==> src/rtl/branch_predict_ctrl.sv <==
// Branch predictor and resolution controller: 2-bit counter table read in IF,
// trained in EX, with mispredict redirect, flush sequencing and perf counters.
module branch_predict_ctrl #(
    parameter int         IDX_BITS     = 6,
    parameter int         FLUSH_CYCLES = 2,
    parameter logic [1:0] CNT_INIT     = 2'b01
) (
    input  logic        clk,
    input  logic        rst_n,
    input  logic        if_valid,
    input  logic [31:0] if_pc,
    output logic        pred_taken,
    input  logic        ex_valid,
    input  logic        ex_is_branch,
    input  logic        ex_pred_taken,
    input  logic [31:0] ex_pc,
    input  logic [31:0] ex_target,
    input  logic        branch_sel,
    output logic        redirect_valid,
    output logic [31:0] redirect_pc,
    output logic        flush,
    output logic [15:0] branch_count,
    output logic [15:0] mispredict_count
);

    localparam int DEPTH = 1 << IDX_BITS;
    localparam int FW    = (FLUSH_CYCLES > 1) ? $clog2(FLUSH_CYCLES) : 1;

    typedef enum logic {IDLE, FLUSH} state_t;

    state_t          r_state;
    state_t          w_nextState;
    logic [FW-1:0]   r_flushCnt;
    logic [FW-1:0]   w_nextFlushCnt;
    logic            w_nextRedirValid;
    logic [31:0]     w_nextRedirPc;
    logic [1:0]      r_table [DEPTH];

    logic [IDX_BITS-1:0] w_ifIdx;
    logic [IDX_BITS-1:0] w_exIdx;
    logic                w_res;
    logic                w_mis;

    assign w_ifIdx = if_pc[IDX_BITS+1:2];
    assign w_exIdx = ex_pc[IDX_BITS+1:2];

    // Table is read before the edge, so a same-index update is seen next cycle.
    assign pred_taken = if_valid & r_table[w_ifIdx][1];

    assign w_res = ex_valid & ex_is_branch & (r_state == IDLE);
    assign w_mis = w_res & (branch_sel != ex_pred_taken);
    assign flush = (r_state == FLUSH);

    always_comb begin
        w_nextState      = r_state;
        w_nextFlushCnt   = r_flushCnt;
        w_nextRedirValid = 1'b0;
        w_nextRedirPc    = redirect_pc;
        case (r_state)
            IDLE: begin
                if (w_mis) begin
                    w_nextState      = FLUSH;
                    w_nextFlushCnt   = FW'(FLUSH_CYCLES - 1);
                    w_nextRedirValid = 1'b1;
                    w_nextRedirPc    = branch_sel ? ex_target : (ex_pc + 32'd4);
                end
            end
            FLUSH: begin
                if (r_flushCnt == '0) begin
                    w_nextState = IDLE;
                end else begin
                    w_nextFlushCnt = r_flushCnt - 1'b1;
                end
            end
            default: w_nextState = IDLE;
        endcase
    end

    always_ff @(posedge clk) begin
        if (!rst_n) begin
            r_state        <= IDLE;
            r_flushCnt     <= '0;
            redirect_valid <= 1'b0;
            redirect_pc    <= 32'd0;
        end else begin
            r_state        <= w_nextState;
            r_flushCnt     <= w_nextFlushCnt;
            redirect_valid <= w_nextRedirValid;
            redirect_pc    <= w_nextRedirPc;
        end
    end

    // Saturating 2-bit counters, trained only on resolves accepted in IDLE.
    always_ff @(posedge clk) begin
        if (!rst_n) begin
            for (int i = 0; i < DEPTH; i++) begin
                r_table[i] <= CNT_INIT;
            end
        end else if (w_res) begin
            if (branch_sel) begin
                if (r_table[w_exIdx] != 2'b11) begin
                    r_table[w_exIdx] <= r_table[w_exIdx] + 2'b01;
                end
            end else begin
                if (r_table[w_exIdx] != 2'b00) begin
                    r_table[w_exIdx] <= r_table[w_exIdx] - 2'b01;
                end
            end
        end
    end

    always_ff @(posedge clk) begin
        if (!rst_n) begin
            branch_count     <= 16'd0;
            mispredict_count <= 16'd0;
        end else begin
            if (w_res && (branch_count != 16'hFFFF)) begin
                branch_count <= branch_count + 16'd1;
            end
            if (w_mis && (mispredict_count != 16'hFFFF)) begin
                mispredict_count <= mispredict_count + 16'd1;
            end
        end
    end

endmodule

==> config.mk <==
export PLATFORM = sky130hd
export DESIGN_NAME = branch_predict_ctrl
export DESIGN_NICKNAME = d
export VERILOG_FILES = /design/src/rtl/branch_predict_ctrl.sv
export SDC_FILE = /design/constraint.sdc
export NUM_CORES = 1
export LEC_CHECK = 0
export CAP_MARGIN = 10
export CORE_ASPECT_RATIO = 2
export CORE_MARGIN = 3
export CORE_UTILIZATION = 40
export CTS_BUF_LIST = sky130_fd_sc_hd__clkbuf_8
export DETAILED_ROUTE_END_ITERATION = 8
export MAX_ROUTING_LAYER = met4
export PLACE_DENSITY_LB_ADDON = 0.08
export SLEW_MARGIN = 20
export SYNTH_ARGS = -nofsm -noshare
export SYNTH_HDL_FRONTEND = slang
export SYNTH_SLANG_ARGS = --single-unit
export TNS_END_PERCENT = 1
==> constraint.sdc <==
create_clock -name clk -period 4.5 [get_ports clk]
set_clock_uncertainty 0.05 [all_clocks]
set_input_delay 0.9 -clock clk [delete_from_list [all_inputs] [get_ports clk]]
set_output_delay 0.9 -clock clk [all_outputs]
set_load 0.01 [all_outputs]
==> Word-level counts from Yosys, hierarchy flattened <==
Memory sizes are Yosys's and may differ from the RTL's.
Cells that the tools add are included.
{ "op_classes": {"addsub": 6, "n_eq_ne": 5, "mux": 22, "bitwise_logic": 7, "n_reduce_logical": 6} }
{ "op_table": {"columns": ["op", "count"], "rows": [
  ["$add 16x1->16 const B", 2],
  ["$add 32x3->32 const B", 1],
  ["$mux 32", 1],
  ["$ne 16x16->1 const B", 2],
  ["$mux 1", 16],
  ["$mux 6", 1],
  ["$and 1x1->1", 4],
  ["$mux 2", 2],
  ["$ne 2x2->1 const B", 2],
  ["$pmux 1 s2", 2],
  ["$reduce_or 2->1", 2],
  ["$add 2x1->2 const B", 1],
  ["$logic_and 1x1->1", 2],
  ["$not 1->1", 2],
  ["$reduce_and 2->1", 1],
  ["$reduce_bool 2->1", 1],
  ["$sub 2x1->2 const B", 1],
  ["$ne 1x1->1", 1],
  ["$or 1x1->1", 1],
  ["$sub 1x1->1 const B", 1]
]} }
{ "word_totals": {"reg_bits": 67, "mem_bits_rw": 128, "wordCells": 53, "memories": 1} }
{ "mem_list": {"columns": ["name", "words", "width", "read_ports", "rd_clocked_by_memory_dff", "wr", "line_no", "rtl"], "rows": [
  ["r_table", 64, 2, 2, 0, 64, "37", "logic [1:0] r_table [DEPTH];"]
]} }

==> Logic depth before layout (Yosys ltp) <==
An unclocked memory read counts as a cell.
{ "logic_depth": {"word_depth": 10, "ltp_mapped": 13} }

==> Worst setup path before layout <==
Ideal clock, no wire load.
{ "synth_timing": {"kind": "in2out", "startpoint": "input if_pc[2]", "endpoint": "output pred_taken", "arrival_ps": 3480, "required_ps": 3550, "path_slack_ps": 70, "path_stages": 6, "path_cell_list": "clkbuf_1 buf_1 mux4_2 mux4_2 mux4_2 and2_1"} }
{ "synth_via": {"elab_chain_len": 2} }
{ "synth_rtl": {"columns": ["element", "line_no", "rtl"], "rows": [
  ["from (decl)", "11", "input logic [31:0] if_pc,"],
  ["$mem_v2 64x2", null, null],
  ["$and 1x1->1", "48", "assign pred_taken = if_valid & r_table[w_ifIdx][1];"],
  ["to (decl)", "12", "output logic pred_taken,"]
]} }
No other way between the ends.

==> Final worst setup path <==
Ends and elaborated chain as after synthesis.

==> flow_metrics.env <==
export IMPL_syn_avg_cell_area_sq_um=10.0
export IMPL_io_pin_count=170
export IMPL_hold_worst_slack_ns=0.403
export IMPL_dr_first_iter_drc_count=612
export IMPL_cp_num_cells=7
export IMPL_mostFrequentLayoutCells="sky130_fd_sc_hd__nand2_1 (144), sky130_fd_sc_hd__clkdlybuf4s50_1 (136), sky130_fd_sc_hd__edfxtp_1 (128)"
export IMPL_post_synth_fa_ha_maj_area_fraction=0.00362
export IMPL_holdBufCountCts=0
export IMPL_h_tree_depth=4
export IMPL_power_per_cell_area_nw_per_um2=288
export IMPL_yosys_area_share_simple=0.203
export IMPL_area_used_by_multi_input_combinational_logic_sq_um=4820
export IMPL_cell_count_after_synthesis=1036
export IMPL_worst_path_dominant_cell_family="multiplexers"
export IMPL_register_area_sq_um=5180
export IMPL_detail_route_drc_violations=0
export IMPL_routed_via_density=5.72
export IMPL_floorplan_initialDensity=0.410
export IMPL_detail_route_antenna_nets=0
export IMPL_rsz0062_at_grt="no"
export IMPL_gp_congestion=0.888
export IMPL_ys_warnings_count=0
export IMPL_power_frac_seq=0.525
export IMPL_switchingPower_mw=1.02
export IMPL_timing_worst_slew_pin_value_ns=0.840
export IMPL_timing_setup_critical_path_class="input port to primary output"
export IMPL_cts_buffer_depth=2
export IMPL_proportion_of_layout_cells_with_a_drive_suffix_above_1=0.137
export IMPL_synthArstFlopShare=0
export IMPL_setup_violations_final=0
export IMPL_startpoint_type="input port"
export IMPL_synth_seq_cells=195
export IMPL_core_sq_um=25200
export IMPL_cp_data_arrival_time_ns=3.45
export IMPL_crit_buf_inv=3
export IMPL_fp_dieH_um=234
export IMPL_power_clock_fraction=0.314
export IMPL_period_share=0.977
export IMPL_syn_cell_area_sq_um=10400
export IMPL_sw_frac_of_total=0.273
export IMPL_worst_skew_pair_late_latency_ns=0.52
export IMPL_routed_via_count=8695
export IMPL_number_of_endpoints_with_negative_hold_slack_in_the_final_report=0
export IMPL_min_period_ns=4.40
export IMPL_hp_class="flip-flop to flip-flop"
export IMPL_main_combinational_cell_family_by_area_after_synthesis="simple AND/OR/NAND/NOR gates"
export IMPL_critical_path_max_stage_delay_ns=0.54
export IMPL_clock_root_buffer="sky130_fd_sc_hd__clkbuf_8"
export IMPL_timing_hold_worst_path_depth=2
export IMPL_num_rows=82
export IMPL_synth_cell_type_count=50
export IMPL_yosys_mux_area_fraction=0.110
export IMPL_slew_headroom=0.440
export IMPL_crit_path_top_cell_by_count="sky130_fd_sc_hd__mux4_2"
export IMPL_detail_route_wl_per_cell_um=21.5
export IMPL_mostFrequentLayoutCell="sky130_fd_sc_hd__nand2_1"
export IMPL_setup_tns_ns=0
export IMPL_cp_cell_sequence="clkdlybuf4s15_2 > bufbuf_16 > mux4_2 > mux4_2 > mux4_2 > and2_1 > dlygate4sd2_1"
export IMPL_dominantRegCellSynth="sky130_fd_sc_hd__edfxtp_1"
export IMPL_synth_compound_area_share=0.0947
export IMPL_yosys_area_share_xor_xnor=0.0482
export IMPL_drv_max_cap_violation_count=0
export IMPL_grt_pass1_wl_mm=50.3
export IMPL_worstSetupEndpointType="primary output"
export IMPL_irDropWorstVdd_mv=0.204
export IMPL_firstDrtPassIters=6
export IMPL_synth_edf_count=128
export IMPL_overall_overflow_remaining_after_global_route=0
export IMPL_area_growth_syn_to_layout_pct=25.4
export IMPL_detail_route_wirelength_mm=32.7
export IMPL_report_final_slew_viol_count=0
export IMPL_critical_path_max_fanout=5
export IMPL_power_share_combinational=0.161
export IMPL_fillerInstances=2370
export IMPL_cts_buf_count=17
export IMPL_max_freq_mhz=227
export IMPL_clk_pin_slew_ns=0.09
export IMPL_tritoncts="done"
export IMPL_r2r_cells=9
export IMPL_die_area_sq_um=28000
export IMPL_antenna_found_initial=1
export IMPL_syn_num_nets=1142
export IMPL_cts_sinks=195
export IMPL_worst_endpoint_required_ns=3.55
export IMPL_outcome="completed"
export IMPL_portBuffers=143
export IMPL_largest_net_degree_at_the_start_of_global_routing=80
export IMPL_yosysSeqAreaShare=0.501
export IMPL_crit_slowest_cell="sky130_fd_sc_hd__mux4_2"
export IMPL_detailed_place_hpwl_mm=23.1
export IMPL_die_width_um=120
export IMPL_global_route_usage_total=0.245
export IMPL_power_static_leakage_nw=4.11
export IMPL_number_of_global_route_vias_before_repair=8807
export IMPL_cell_internal_pwr_mw=2.72
export IMPL_layout_nets=1277
[path summary, 6_finish.rpt]
kind | from | end | slack, ns
setup / recovery | if_pc[2] | pred_taken | 0.10
hold / removal | redirect_pc[5] | redirect_pc[5] | 0.40
setup reg to reg | r_table[7][0] | r_table[55][1] | 1.20
hold reg to reg | redirect_pc[5] | redirect_pc[5] | 0.40
[layer usage]
metal  track usage  part of all wire  vias to the layer above
met5             -                 0                        -
met2         0.442              0.54                      287
li1              -                 -                     4087
met3        0.0448             0.048                       86
met1         0.247              0.35                     4235
met4         0.137             0.056                        0
[final cells by class]
type                       instances  area share
clock buffer                      17      0.0180
inverter                           7     0.00202
multi-input combinational        739       0.371
sequential                       195       0.399
timing repair buffer             211       0.165
antenna                            1    0.000193
tap                              336      0.0324
clock inverter                    15      0.0120
[registers in the layout, summed over array words and instances, names as in the netlist]
signal,count
r_flushCnt,1
mispredict_count,16
flush,1
branch_count,16
r_table,128
redirect_valid,1
redirect_pc,32
[cell usage after synthesis (all sizes together), types with 2 or more instances]
cell,n,share of area
a211oi,5,0.0036
edfxtp,128,0.37
ha,3,0.0036
nor4,3,0.0018
xnor2,18,0.015
nor3,77,0.038
nor2,58,0.021
nand2b,2,0.0012
a22o,2,0.0017
or2,4,0.0024
a221o,3,0.0029
a22oi,4,0.0029
o211ai,3,0.0022
nand4,12,0.0072
o21ai,85,0.041
a221oi,3,0.0025
o22a,2,0.0017
and4,4,0.0034
and3b,3,0.0025
nor3b,6,0.0053
o2bb2ai,5,0.0042
nor2b,4,0.0024
nand3,110,0.053
clkbuf,70,0.025
mux4,37,0.080
and2,4,0.0024
inv,7,0.0025
and3,15,0.0091
o31ai,3,0.0022
nand2,145,0.053
a21oi,29,0.014
xor2,39,0.033
mux2i,26,0.025
o22ai,9,0.0054
mux2,4,0.0043
dfxtp,67,0.13
a31oi,4,0.0024
buf,25,0.012
o221ai,3,0.0025
[worst register-to-register path, cell delays in order, from the launching register on]
cell and delay, ns:
sky130_fd_sc_hd__edfxtp_1 0.37, sky130_fd_sc_hd__mux4_2 0.49, sky130_fd_sc_hd__mux2_2 0.31, sky130_fd_sc_hd__o2bb2ai_1 0.14, sky130_fd_sc_hd__a221o_1 0.30, sky130_fd_sc_hd__a2111oi_4 0.28
sky130_fd_sc_hd__buf_4 0.20, sky130_fd_sc_hd__o311ai_4 0.17, sky130_fd_sc_hd__buf_4 0.24, sky130_fd_sc_hd__o21ai_0 0.40
[metrics by stage]
| stage | cells | setup WS [ns] | area, sq um | util | power [mW] |
|---|---|---|---|---|---|
| after floorplan | 1036 | 0.0701 | 10400 | - | 2.30 |
| after global placement | 1483 | -0.344 | 12500 | 0.495 | 2.60 |
| after detailed placement | 1483 | -0.343 | 12500 | 0.495 | 2.60 |
| after CTS | 1520 | 0.0893 | 13000 | 0.514 | 3.78 |
| after global routing | 1521 | 0.0674 | 13000 | 0.514 | 3.88 |
| final | 1521 | 0.104 | 13000 | 0.514 | 3.74 |
[kinds of logic (layout without fill, tap and decap cells)]
logic type               Yosys count  in the layout
AO/OA/AOI/OAI                    164            164
XOR/XNOR                          57             57
adder cells (fa/ha/maj)            3              3
buffers and inverters            102            250
flip-flops                       195            195
multiplexers                      67             67
other                              0              1
AND/OR/NAND/NOR                  448            448
[power groups by stage]
stage               Sequential (mW)  Clock (mW)  Combinational (mW)
finish                         1.96        1.18               0.603
global route                   1.97        1.26               0.645
CTS                            1.96        1.21               0.607
detailed placement             2.00           0               0.594
global placement               2.00           0               0.592
floorplan                      2.00           0               0.298
[timing repair]
| item | CTS | global route |
|---|---|---|
| endpoints found under the setup margin | 1 | 0 |
| setup buffers | 4 | 0 |
| endpoints found under the hold margin | 0 | 0 |
| resized for setup | 4 | 0 |
Power figures use the tool's default switching activity.
